==> src/rtl/rsc_frame_ctrl.sv <==
// rtl/rsc_frame_ctrl.sv - RSC encoder frame sequencer (IDLE/DATA/DRAIN/TAIL); TAIL phase enabled by RSC_CTRL_TAIL_EN
module rsc_frame_ctrl (
    input  logic        clk,
    input  logic        rst_N,
    input  logic [11:0] blk_len,
    input  logic        start,
    input  logic        s_valid,
    input  logic        s_data,
    output logic        s_ready,
    output logic        enc_in,
    output logic        enc_mode,
    output logic        enc_rst_N,
    input  logic        enc_x,
    input  logic        enc_z,
    output logic        m_valid,
    output logic        m_x,
    output logic        m_z,
    output logic        m_last,
    output logic        busy,
    output logic        err
);

    typedef enum logic [1:0] {
        ST_IDLE  = 2'd0,
        ST_DATA  = 2'd1,
        ST_DRAIN = 2'd2,
        ST_TAIL  = 2'd3
    } state_t;

    state_t      r_state;
    logic [11:0] r_k;
    logic [11:0] r_cnt;
    logic        r_v1;
    logic        r_l1;
    logic        w_xfer;
    logic        w_abort;
    logic        w_data_last;
    logic        w_in_vld;
    logic        w_in_last;
    logic        w_keep;

    assign w_xfer      = (r_state == ST_DATA) & s_valid;
    assign w_abort     = (r_state == ST_DATA) & ~s_valid;
    assign w_data_last = w_xfer & (r_cnt == (r_k - 12'd1));

    assign busy      = (r_state != ST_IDLE);
    assign s_ready   = (r_state == ST_DATA);
    assign enc_rst_N = (r_state != ST_IDLE);
    assign enc_in    = (r_state == ST_DATA) & s_data;

`ifdef RSC_CTRL_TAIL_EN
    logic [1:0] r_tcnt;

    // The encoder output lags its input by one cycle, so the last tail cycle is never captured.
    assign w_in_vld  = w_xfer | (r_state == ST_DRAIN) | ((r_state == ST_TAIL) & (r_tcnt != 2'd2));
    assign w_in_last = (r_state == ST_TAIL) & (r_tcnt == 2'd1);
    assign enc_mode  = (r_state == ST_TAIL);
`else
    assign w_in_vld  = w_xfer;
    assign w_in_last = w_data_last;
    assign enc_mode  = 1'b0;
`endif

    always_ff @(posedge clk or negedge rst_N) begin
        if (!rst_N) begin
            r_state <= ST_IDLE;
            r_k     <= 12'd0;
            r_cnt   <= 12'd0;
            err     <= 1'b0;
`ifdef RSC_CTRL_TAIL_EN
            r_tcnt  <= 2'd0;
`endif
        end else begin
            err <= 1'b0;
            case (r_state)
                ST_IDLE: begin
                    if (start) begin
                        if (blk_len != 12'd0) begin
                            r_k     <= blk_len;
                            r_cnt   <= 12'd0;
                            r_state <= ST_DATA;
                        end else begin
                            err <= 1'b1;
                        end
                    end
                end
                ST_DATA: begin
                    if (w_abort) begin
                        r_state <= ST_IDLE;
                        err     <= 1'b1;
                    end else begin
                        r_cnt <= r_cnt + 12'd1;
                        if (w_data_last) begin
                            r_state <= ST_DRAIN;
                        end
                    end
                end
                ST_DRAIN: begin
`ifdef RSC_CTRL_TAIL_EN
                    r_tcnt  <= 2'd0;
                    r_state <= ST_TAIL;
`else
                    r_state <= ST_IDLE;
`endif
                end
`ifdef RSC_CTRL_TAIL_EN
                ST_TAIL: begin
                    r_tcnt <= r_tcnt + 2'd1;
                    if (r_tcnt == 2'd2) begin
                        r_state <= ST_IDLE;
                    end
                end
`endif
                default: r_state <= ST_IDLE;
            endcase
        end
    end

    // An abort also kills the symbol already in flight so nothing follows the err pulse.
    assign w_keep = r_v1 & ~w_abort;

    always_ff @(posedge clk or negedge rst_N) begin
        if (!rst_N) begin
            r_v1    <= 1'b0;
            r_l1    <= 1'b0;
            m_valid <= 1'b0;
            m_x     <= 1'b0;
            m_z     <= 1'b0;
            m_last  <= 1'b0;
        end else begin
            r_v1    <= w_in_vld;
            r_l1    <= w_in_last;
            m_valid <= w_keep;
            m_x     <= w_keep & enc_x;
            m_z     <= w_keep & enc_z;
            m_last  <= w_keep & r_l1;
        end
    end

endmodule

==> config.mk <==
export PLATFORM = sky130hd
export DESIGN_NAME = rsc_frame_ctrl
export DESIGN_NICKNAME = d
export VERILOG_FILES = /design/src/rtl/rsc_frame_ctrl.sv
export SDC_FILE = /design/constraint.sdc
export NUM_CORES = 1
export LEC_CHECK = 0
export CAP_MARGIN = 5
export CORE_ASPECT_RATIO = 0.8
export CORE_MARGIN = 2
export CORE_UTILIZATION = 40
export CTS_CLUSTER_SIZE = 30
export DETAILED_ROUTE_END_ITERATION = 16
export GPL_ROUTABILITY_DRIVEN = 0
export GPL_TIMING_DRIVEN = 0
export HOLD_SLACK_MARGIN = 0.06
export PLACE_DENSITY = 0.61
export SLEW_MARGIN = 30
export SYNTH_ARGS = -nofsm -noshare
export SYNTH_HDL_FRONTEND = slang
export SYNTH_SLANG_ARGS = --single-unit
==> constraint.sdc <==
create_clock -name clk -period 2.9 [get_ports clk]
set_clock_uncertainty 0.05 [all_clocks]
set_input_delay 0.29 -clock clk [delete_from_list [all_inputs] [get_ports clk]]
set_output_delay 0.29 -clock clk [all_outputs]
set_load 0.005 [all_outputs]
---- Word-level counts from Yosys, hierarchy flattened ----
Index checks and enable logic that the tools add are counted.
word-level totals
  register bits ........................... 33
  bits in latches ......................... 0
  bits in writable memories ............... 0
  bits in read-only memories .............. 0
  bits of input ports ..................... 19
  output and inout bits ................... 10
  logic and storage cells ................. 48
  memories kept ........................... 0
operators by class
  $add $sub $neg .......................... 2
  $mul .................................... 0
  div/mod/pow operators ................... 0
  $lt $le $gt $ge ......................... 0
  equality and inequality tests ........... 6
  shift operators ......................... 0
  mux-type cells .......................... 13
  bitwise logic cells ..................... 10
  reductions and logical operators ........ 7
operators by type and width
  cell                                                                   count
  12-bit two-way mux                                                     3
  12-bit case mux with 2 select lines                                    1
  12-bit by 1-bit adder with 12-bit output, second input constant        1
  12-bit equality test                                                   1
  12-bit nonzero test                                                    1
  12-bit by 1-bit subtractor with 12-bit output, second input constant   1
  1-bit AND                                                              8
  2-bit two-way mux                                                      4
  2-bit != test, second input constant                                   3
  3-bit AND reduction                                                    2
  2-bit case mux with 2 select lines                                     1
  4-bit AND reduction                                                    1
  2-bit nonzero test                                                     2
  1-bit two-way mux                                                      3
  3-bit by 1-bit != test with 1-bit output, second input constant        1
  2-bit by 1-bit equality test with 1-bit output, second input constant  1
  2-bit zero test                                                        1
  1-bit NOT                                                              2
  1-bit case mux with 2 select lines                                     1

---- Logic depth before layout (Yosys ltp) ----
  depth after elaboration ................. 6
  mapped depth ............................ 8
  gate-level depth less buffers ........... 8

---- Worst setup path after synthesis ----
OpenSTA, ideal clock, no wires.
  kind .................................... flip-flop to flip-flop
  from .................................... register r_k[2]
  to ...................................... register r_state[0]
  library setup time ...................... 0.131 ns
  arrival time ............................ 1.984 ns
  data required time ...................... 2.719 ns
  slack ................................... 0.735 ns
  stages on the path, launching flop included .. 7
  buffers on the path ..................... 0
  period minus slack after synthesis ...... 2.165 ns
  path through ............................ dfrtp_1 > or4_4 > nor4_1 > xnor2_1 > nand4_1 > a2111oi_0 > o21bai_1
between the ends
  word-level cells in the longest chain between the ends .. 5
ends and longest elaborated chain
  what                                                       line  RTL
  start, declared                                            31    logic [11:0] r_k;
  start signal, assigned                                     79    r_k <= blk_len;
  12-bit by 1-bit subtractor with 12-bit output              44    assign w_data_last = w_xfer & (r_cnt == (r_k - 12'd1));
  12-bit equality test                                       44
  1-bit AND                                                  44
  3-bit by 1-bit != test with 1-bit output (no source line)  n/a
  3-bit AND reduction (no source line)                       n/a
  end signal, assigned                                       66    r_state <= ST_IDLE;
  end signal, assigned                                       81    r_state <= ST_DATA;
  end signal, assigned                                       89    r_state <= ST_IDLE;
  end, declared                                              30    state_t r_state;
No other way between the ends.
A chain may end at the register's enable or synchronous reset.

---- Worst setup path after layout ----
  from .................................... register r_k[0]
  to ...................................... register r_state[0]
The elaborated chain is that of the path after synthesis.

==> results.md <==
- Top sig layer: met4
- Flop-to-flop setup slack: 0.33 ns
- Mapped cell area: 1910 um^2
- Die width: 81.3 um
- Fraction of registers with async set/reset: 100%
- Critical path startpoint category: flip-flop
- Synth top area share: 43.1%
- Clock latency on the worst-skew pair: 0.29 ns
- Fillers: 442
- Number of synthesized flops with an enable pin: 0
- Area grow syn2layout: 25.8%
- # IOs: 29
- Most frequent cell after synthesis: dfrtp_1
- Max VDD drop: 356 uV
- Final hold vios: 0
- Initial antenna violation count: 0
- Starting Density: 41.6%
- Endpoints failing setup: 0
- Global-route usage over all layers: 18.6%
- Clock sink count: 33
- Synth Warn #: 0
- Global-route wire length before repair: 7.33 mm
- Rows: 22
- Routed WL per cell: 14.2 um
- Met3 WL: 222 um
- FMAX: 0.390 GHz
- Hold path depth: 1
- Seq/Total Area, Yosys: 43.1%
- Worst-Margin Slew: 0.613 ns
- Vias/cell: 5.15
- Yosys cell types: 46
- Largest net degree at the start of global routing: 20
- Synth Instances: 200
- Final min period: 2.57 ns
- Via count of the first global-routing pass: 1,433
- DP HPWL: 3.27 mm
- H-tree depth: 2
- Count of input and output buffers: 27
- DRC violations left: 0
- Area of the multi-input gates: 993 um^2
- Inserted Diodes: 0
- R2r startpoint: r_k[0]
- Drt pass-1 iters: 4
- Outcome: finished clean
- Hold-critical path endpoint: err
- Worst R2R End: r_state[0]
- Final period util: 88.5%
- Clock buffer count from CTS: 5
- Critical path required time: 3.01 ns
- Critical-path maximum fanout: 6
- Total gr overflow: 0
- Avg Inst Size Synth: 9.57 um^2
- Top FF cell, synth: dfrtp_1
- Hold crit path type: flip-flop to flip-flop
- Crit path kind: flip-flop to flip-flop
- R2R depth: 8
- Reg area: 826 um^2
- Max-Cap Viols: 0
- Clk buf depth: 2
- Setup bufs post-CTS: 0
- Unrepaired setup endpoints after global routing: false
- Synth area leader: dfrtp_1
- Syn Nets: 221
- Crit. End Element: flip-flop
- Min-delay src: r_state[1]
- WP data arrival: 2.67 ns
- Worst-path clk slew: 0.07 ns
- Die H: 65.9 um
- Setup ws final: 0.334 ns
- Total wire length: 4.22 mm
- Setup TNS: 0 ns
- Met2 Routed Length: 1.71 mm
- DRT iter0 DRCs: 65
- WL met1: 2.21 mm
- Worst rel slew slack: 58.8%
- Layout cells sized above 1: 11.4%
- Static Leak: 0.975 nW
- Max Slew Vio Count: 0
- Layout Utilization: 52.4%
- Ranking of synthesized cells by area: dfrtp_1 (43%), xnor2_1 (5.9%), xor2_1 (5.0%)
- CTS tree: done
- Via count: 1,530
- WHS: 0.395 ns
- DP Worst Slack: 0.281 ns
- DRT antenna net count: 0
- CTS-repair resized insts: 0
- Most frequent cells after synthesis: dfrtp_1 (33), nor2_1 (14), nand2_1 (13), o21ai_0 (13), xnor2_1 (13)
- Core Area: 4600 um^2
- Full die area: 5360 um^2
- Total power: 1.41 mW
- Clock root buffer: clkbuf_8
- Power per cell area: 585 nW/um^2
- Layout Nets: 257
- Post-synthesis register bit count: 33
==> state kept, by name (all words and copies together) (netlist names) <==
name and flops:
err 1, m_last 1, m_valid 1, m_x 1
m_z 1, r_cnt 12, r_k 12, r_l1 1
r_state 2, r_v1 1
==> cells in the final DEF (no fill, tap or decap), drive strengths merged, types with 2 or more instances in the layout <==
cell type       n
dfrtp          33
clkdlybuf4s50  26
clkbuf         15
nor2           14
nand2          14
xnor2          13
o21ai          13
inv            11
xor2           11
nor4            8
mux2            8
a21oi           6
nor3            6
or3             5
nand3           5
and2            5
buf             5
nor2b           3
a31oi           3
or4             3
nand4           2
o211ai          2
a41oi           2
o2111ai         2
ha              2
nor4b           2
==> how the worst max path moves through the flow <==
| stage | slack [ns] | startpoint | end |
|---|---|---|---|
| 3_3_place_gp | 0.32 | blk_len[6] | r_cnt[11] |
| 4_1_cts | 0.34 | r_k[0] | r_state[0] |
| 6_report | 0.33 | r_k[0] | r_state[0] |
| 3_5_place_dp | 0.28 | blk_len[6] | r_cnt[9] |
| 5_1_grt | 0.15 | r_k[2] | r_state[0] |
| 2_1_floorplan | 0.74 | r_k[2] | r_state[0] |
==> critical path, stage by stage, from the launching register on <==
cell and delay, ns:
dfrtp_1 0.43, inv_1 0.09, ha_1 0.23, nor4b_4 0.42, nand2_4 0.13, nor4b_1 0.31, a31oi_1 0.08, a2111oi_0 0.57
o21bai_1 0.12
==> cell type report <==
class                   count  share of cell area [%]
clock inverters             1                    1.25
flip-flops and latches     33                    34.3
well taps                  60                    3.12
clock buffers               7                    3.58
repair buffers             29                    12.6
inverters                  12                    1.87
plain buffers              11                    2.08
multi-input cells         144                    41.2
==> per-layer routing <==
| layer | GRT usage [%] | vias up |
|---|---|---|
| met2 | 25.3 | 35 |
| met5 | 0 | - |
| met4 | 8.26 | 0 |
| met1 | 27.6 | 710 |
| li1 | - | 777 |
| met3 | 4.37 | 8 |
==> timing repair <==
action | in CTS | in global routing
hold endpoints to repair | 14 | 0
setup endpoints to repair | 0 | 0
hold buffers | 1 | 0
==> cells by family after synthesis <==
| group | after synthesis | synth area share (%) |
|---|---|---|
| compound gates | 37 | 12.8 |
| xor+xnor | 24 | 11.0 |
| fa+ha+maj | 2 | 1.31 |
| buf+inv | 23 | 4.97 |
| flops | 33 | 43.1 |
| mux | 9 | 5.23 |
| other cells | 1 | 0.196 |
| simple gates | 71 | 21.4 |
==> power breakdown <==
part           internal, mW  total (mW)  switching (mW)
Combinational         0.189       0.376           0.187
Sequential            0.516       0.580          0.0642
Clock                 0.280       0.453           0.173
Total                 0.985        1.41           0.424
==> stage by stage <==
step | std cells | instance area (um^2)
global route | 297 | 2410
detailed placement | 288 | 2280
global placement | 287 | 2260
finish | 297 | 2410
floorplan | 200 | 1910
CTS | 297 | 2410
Power figures use the tool's default switching activity.
